==> src/rtl/manchester_serial_rx.sv <==
// Manchester half-bit receiver: hunts for the encoded sync, decodes pairs MSB first, queues bytes onto AXI4-Stream.
// Optional saturating statistics counters are built when MANCHESTER_RX_STATS_EN is defined.
module manchester_serial_rx #(
    parameter logic [7:0] SYNC_BYTE  = 8'hD5,
    parameter int         FIFO_DEPTH = 4
) (
    input  logic        clk,
    input  logic        rst,
    input  logic        serial_in,
    output logic [7:0]  m_axis_tdata,
    output logic        m_axis_tvalid,
    input  logic        m_axis_tready,
    output logic        lock,
    output logic        code_err,
    output logic        overflow,
    output logic [15:0] stat_bytes,
    output logic [15:0] stat_errs,
    output logic [15:0] stat_ovf
);
    localparam int          AW      = $clog2(FIFO_DEPTH);
    localparam logic [AW:0] DEPTH_C = FIFO_DEPTH[AW:0];

    function automatic logic [15:0] enc(input logic [7:0] b);
        logic [15:0] e;
        for (int i = 0; i < 8; i++) e[2*i +: 2] = b[i] ? 2'b10 : 2'b01;
        return e;
    endfunction

    localparam logic [15:0] ENC_SYNC = enc(SYNC_BYTE);

    typedef enum logic {HUNT, DATA} state_t;

    state_t      state_q, state_d;
    logic [14:0] win_q;  // the oldest half-bit only matters for the compare, so it is never stored
    logic [15:0] win_d;
    logic [3:0]  hcnt_q, hcnt_d;
    logic [6:0]  acc_q, acc_d;
    logic        dec_push_q, dec_push_d;
    logic        dec_err_q, dec_err_d;
    logic [7:0]  dec_byte_q, dec_byte_d;
    logic        code_err_q, code_err_d;
    logic        overflow_q, overflow_d;
    logic [AW-1:0] wr_ptr_q, wr_ptr_d;
    logic [AW-1:0] rd_ptr_q, rd_ptr_d;
    logic [AW:0]   count_q, count_d;
    logic [7:0]    mem_q [FIFO_DEPTH];
    logic [1:0]    pair;
    logic          pair_ok;
    logic          fifo_full, fifo_push, fifo_pop;

    // Decode runs one cycle behind the sample; its verdict lands on the following edge.
    always_comb begin
        // NOTE: every output of a combinational block gets a default first so no latch is inferred.
        win_d      = {win_q, serial_in};
        pair       = win_d[1:0];
        pair_ok    = pair[1] ^ pair[0];
        state_d    = state_q;
        hcnt_d     = hcnt_q;
        acc_d      = acc_q;
        dec_push_d = 1'b0;
        dec_err_d  = 1'b0;
        dec_byte_d = dec_byte_q;
        code_err_d = dec_err_q;

        case (state_q)
            HUNT: begin
                if (win_d == ENC_SYNC) begin
                    state_d = DATA;
                    hcnt_d  = 4'd0;
                    acc_d   = 7'd0;
                end
            end
            DATA: begin
                hcnt_d = hcnt_q + 4'd1;
                if (hcnt_q[0]) begin
                    if (pair_ok) begin
                        acc_d = {acc_q[5:0], pair[1]};
                        if (hcnt_q == 4'd15) begin
                            dec_push_d = 1'b1;
                            dec_byte_d = {acc_q, pair[1]};
                        end
                    end else begin
                        dec_err_d = 1'b1;
                    end
                end
            end
            default: state_d = HUNT;
        endcase

        if (dec_err_q) begin
            state_d = HUNT;
            hcnt_d  = 4'd0;
            acc_d   = 7'd0;
        end
    end

    always_comb begin
        m_axis_tvalid = (count_q != '0);
        m_axis_tdata  = m_axis_tvalid ? mem_q[rd_ptr_q] : 8'h00;
        fifo_pop      = m_axis_tvalid & m_axis_tready;
        fifo_full     = (count_q == DEPTH_C);
        fifo_push     = dec_push_q & (~fifo_full | fifo_pop);
        overflow_d    = dec_push_q & fifo_full & ~fifo_pop;
        wr_ptr_d      = fifo_push ? wr_ptr_q + AW'(1) : wr_ptr_q;
        rd_ptr_d      = fifo_pop  ? rd_ptr_q + AW'(1) : rd_ptr_q;
        case ({fifo_push, fifo_pop})
            2'b10:   count_d = count_q + 1'b1;
            2'b01:   count_d = count_q - 1'b1;
            default: count_d = count_q;
        endcase
    end

    always_ff @(posedge clk) begin
        if (rst) begin
            state_q    <= HUNT;
            win_q      <= '0;
            hcnt_q     <= '0;
            acc_q      <= '0;
            dec_push_q <= 1'b0;
            dec_err_q  <= 1'b0;
            dec_byte_q <= '0;
            code_err_q <= 1'b0;
            overflow_q <= 1'b0;
            wr_ptr_q   <= '0;
            rd_ptr_q   <= '0;
            count_q    <= '0;
        end else begin
            state_q    <= state_d;
            win_q      <= win_d[14:0];
            hcnt_q     <= hcnt_d;
            acc_q      <= acc_d;
            dec_push_q <= dec_push_d;
            dec_err_q  <= dec_err_d;
            dec_byte_q <= dec_byte_d;
            code_err_q <= code_err_d;
            overflow_q <= overflow_d;
            wr_ptr_q   <= wr_ptr_d;
            rd_ptr_q   <= rd_ptr_d;
            count_q    <= count_d;
        end
    end

    // NOTE: storage is not reset; occupancy gates tdata, so stale entries are never visible.
    always_ff @(posedge clk) begin
        if (fifo_push) mem_q[wr_ptr_q] <= dec_byte_q;
    end

    assign lock     = (state_q == DATA);
    assign code_err = code_err_q;
    assign overflow = overflow_q;

`ifdef MANCHESTER_RX_STATS_EN
    logic [15:0] stat_bytes_q, stat_bytes_d;
    logic [15:0] stat_errs_q,  stat_errs_d;
    logic [15:0] stat_ovf_q,   stat_ovf_d;

    always_comb begin
        stat_bytes_d = stat_bytes_q;
        stat_errs_d  = stat_errs_q;
        stat_ovf_d   = stat_ovf_q;
        if (fifo_push  && stat_bytes_q != 16'hFFFF) stat_bytes_d = stat_bytes_q + 16'd1;
        if (code_err_d && stat_errs_q  != 16'hFFFF) stat_errs_d  = stat_errs_q  + 16'd1;
        if (overflow_d && stat_ovf_q   != 16'hFFFF) stat_ovf_d   = stat_ovf_q   + 16'd1;
    end

    always_ff @(posedge clk) begin
        if (rst) begin
            stat_bytes_q <= '0;
            stat_errs_q  <= '0;
            stat_ovf_q   <= '0;
        end else begin
            stat_bytes_q <= stat_bytes_d;
            stat_errs_q  <= stat_errs_d;
            stat_ovf_q   <= stat_ovf_d;
        end
    end

    assign stat_bytes = stat_bytes_q;
    assign stat_errs  = stat_errs_q;
    assign stat_ovf   = stat_ovf_q;
`else
    assign stat_bytes = 16'h0000;
    assign stat_errs  = 16'h0000;
    assign stat_ovf   = 16'h0000;
`endif

endmodule

==> config.mk <==
export PLATFORM = sky130hd
export DESIGN_NAME = manchester_serial_rx
export DESIGN_NICKNAME = d
export VERILOG_FILES = /design/src/rtl/manchester_serial_rx.sv
export SDC_FILE = /design/constraint.sdc
export NUM_CORES = 1
export LEC_CHECK = 0
export BUFFER_PORTS_ARGS = -buffer_cell sky130_fd_sc_hd__buf_4
export CAP_MARGIN = 10
export CORE_MARGIN = 2
export CORE_UTILIZATION = 40
export CTS_CLUSTER_DIAMETER = 120
export DETAILED_ROUTE_END_ITERATION = 10
export PLACE_DENSITY = 0.61
export SETUP_SLACK_MARGIN = 0.1
export SYNTH_ARGS = -nofsm -noshare
export SYNTH_HDL_FRONTEND = slang
export SYNTH_SLANG_ARGS = --single-unit
==> constraint.sdc <==
create_clock -name clk -period 6.45 [get_ports clk]
set_input_delay 1.29 -clock clk [delete_from_list [all_inputs] [get_ports clk]]
set_output_delay 1.29 -clock clk [all_outputs]
set_load 0.02 [all_outputs]
==> out/results.ini <==
[run_status]
outcome=finished, final reports clean

[worst_setup_path]
worst_ep_required_time_ns=5.16
crit_type=reg -> out
cp.arrival_ns=2.00
crit_fanout=10
crit_path_start_kind=flop
r2r_cells=7
end_kind=primary output

[place]
io_buffers=15
dp_slack_ns=3.38
dpl.cell_count=426
hpwl_um=3820
gp_congestion=0.728

[global_routing]
grt_usage_pct=12.4
overflow=0
grt_pass1_vias=1911
grt_pass1_wl_um=9630
grt_max_degree=51
antenna_found_initial=0

[cells_and_area]
fin_nets=340
num_antenna_cells=0
drive_above_1_share_pct=12.0
area_growth_syn_to_layout_pct=5.58
stdcell_count=442
fill_cells=832

[sta]
fmax_mhz=304
worst_pin_slew_ns=1.05
fin_crit_sh_pct=51.1
rsz0062_at_grt=false
slew_headroom_pct=29.1
fin_crit_ns=3.29
final_max_slew_viol_count=0
finalHoldViolCount=0
fin_skew_ns=0.00729
setup_ws_ns=3.16
setup_tns_ns=0
setup_viol=0
hold_ws_ns=0.464

[detailed_routing]
detail-route-antenna-nets=0
drtIter0Drc=100
drc=0
wl_met3_um=262
viasPerCell=4.87
dr.max_layer_used=met4
wl_per_cell_um=13.3
met2_length_um=2920
wl_met1_um=2660
finalWirelength_um=5860
drtPass1Iterations=4
vias=2154

[synth]
ys.flop_type=dfxtp_1
yosysSeqAreaShare_pct=52.3
async_flop_share_pct=0
synthCells=326
synth_edf_count=32
syn_area_per_cell_um2=11.3
synth_area_um2=3670
ys_types=48
synth-seq-cells=80
synth_warnings=0

[clocking]
cts_hold_buffers=0
cts.htree.levels=3
clkSlewWorstSetupHoldPaths_ns=0.08
cts_tree=built
cts_buffers=9
cts_root_buf=clkbuf_8
cts_setup_buffers=0
cts.sinks=80
cts_resized=0
cts_buffer_depth=2
clk_latency_ns=0.34

[floorplan]
die_area_um2=9970
core_area_um2=8810
io-pin-count=64
die_h_um=99.9
die_x_um=99.9
rows=34
start_util_pct=41.7

[power]
power.density_nw_per_um2=256
p_leak_uw=0.00154
fin_total_pwr_uw=995
ir_drop_mv=0.163

[min_path]
holdPathStages=1
hold_path_class=reg -> reg

[run]
cap_violations=0

[logic make-up after synthesis]
kind of cell	Yosys count	share of synthesized area (%)
buffers and inverters	78	13.4
AND/OR/NAND/NOR	100	17.4
flip-flops	80	52.3
XOR/XNOR	4	0.953
multiplexers	14	6.54
AO/OA/AOI/OAI	42	6.74
adder cells (fa/ha/maj)	7	2.59
other	1	0.102
[registers in the layout, indices dropped and copies added (netlist names), 2 cells and up, named ones only]
| register | count |
|---|---|
| acc_q | 7 |
| win_q | 15 |
| count_q | 3 |
| rd_ptr_q | 2 |
| hcnt_q | 4 |
| mem_q | 32 |
| wr_ptr_q | 2 |
| dec_byte_q | 8 |
[stage by stage]
step                      area [µm²]  utilization, %
after floorplan                 3850               -
after global placement          3640            41.3
after detailed placement        3640            41.3
after CTS                       3880            44.1
after global routing            3880            44.1
final                           3880            44.1
[path summary, 6_finish.rpt]
path,start,slack [ns],endpoint
worst max-delay path,count_q[0],3.16,m_axis_tdata[3]
worst min register to register,win_q[7],0.46,win_q[8]
worst max register to register,count_q[0],3.94,count_q[1]
worst min-delay path,win_q[7],0.46,win_q[8]
[layout by cell type (no fill, tap or decap), types with 2 or more instances in the layout]
cell	n
dfxtp_1	48
conb_1	48
edfxtp_1	32
nor2b_1	21
nand3_1	18
o21ai_0	18
buf_4	15
a21oi_1	10
clkbuf_8	9
inv_1	8
mux4_2	8
nor2_1	8
nand2_1	7
nand3b_1	6
nor3b_1	6
nor4bb_1	6
mux2i_1	6
ha_1	6
and3_1	5
and2b_1	4
xor2_1	4
o211ai_1	4
nor3_1	3
bufinv_16	3
o31ai_1	2
o2111ai_1	2
nand4bb_1	2
nand2b_1	2
nand4_1	2
[worst max-delay path, stage by stage (launching register included)]
cell,delay [ns]
dfxtp_1,0.40
nor3_1,0.83
and2b_1,0.27
buf_4,0.15
[cells in the mapped netlist, types with 2 or more instances]
master     number  share of area, %
mux2i_1         6               1.6
o2111ai_1       2              0.48
nand3b_1        6               1.2
ha_1            6               2.0
edfxtp_1       32                26
xor2_1          4              0.95
and2b_1         4              0.82
nor2b_1        21               3.6
nand4bb_1       2              0.61
o211ai_1        4              0.82
buf_4          48               9.8
dfxtp_1        48                26
clkbuf_1       11               1.1
nor2_1          8              0.82
o21ai_0        18               2.5
and3_1          5              0.85
nand4_1         2              0.34
a21oi_1        10               1.4
nor3b_1         6               1.2
inv_1           8              0.82
o31ai_1         2              0.41
mux4_2          8               4.9
nor3_1          3              0.41
nand2b_1        2              0.34
nand2_1         7              0.72
nor4bb_1        6               1.6
buf_2           9               1.2
nand3_1        18               2.5
[area by class of cell]
cell class	instances	area, µm²	area share (%)
sequential	80	1920	49.5
multi-input combinational	215	1440	37.1
tap	108	135	3.48
clock buffer	10	128	3.29
clock inverter	6	115	2.97
timing repair buffer	15	113	2.90
inverter	8	30.0	0.774
[report_power, final]
part           switching, µW  total, µW  internal [µW]
clock network            177        436            259
registers              0.700        523            522
logic                   32.9       36.2           3.27
total                    210        995            784
[layer usage]
metal / up-vias / global-route usage, %
met1: 1024 / 16.0
met4: 0 / 4.11
li1: 1071 / -
met3: 6 / 4.25
met5: - / 0
met2: 53 / 19.5
No activity file was read; power rests on OpenSTA's default activity.
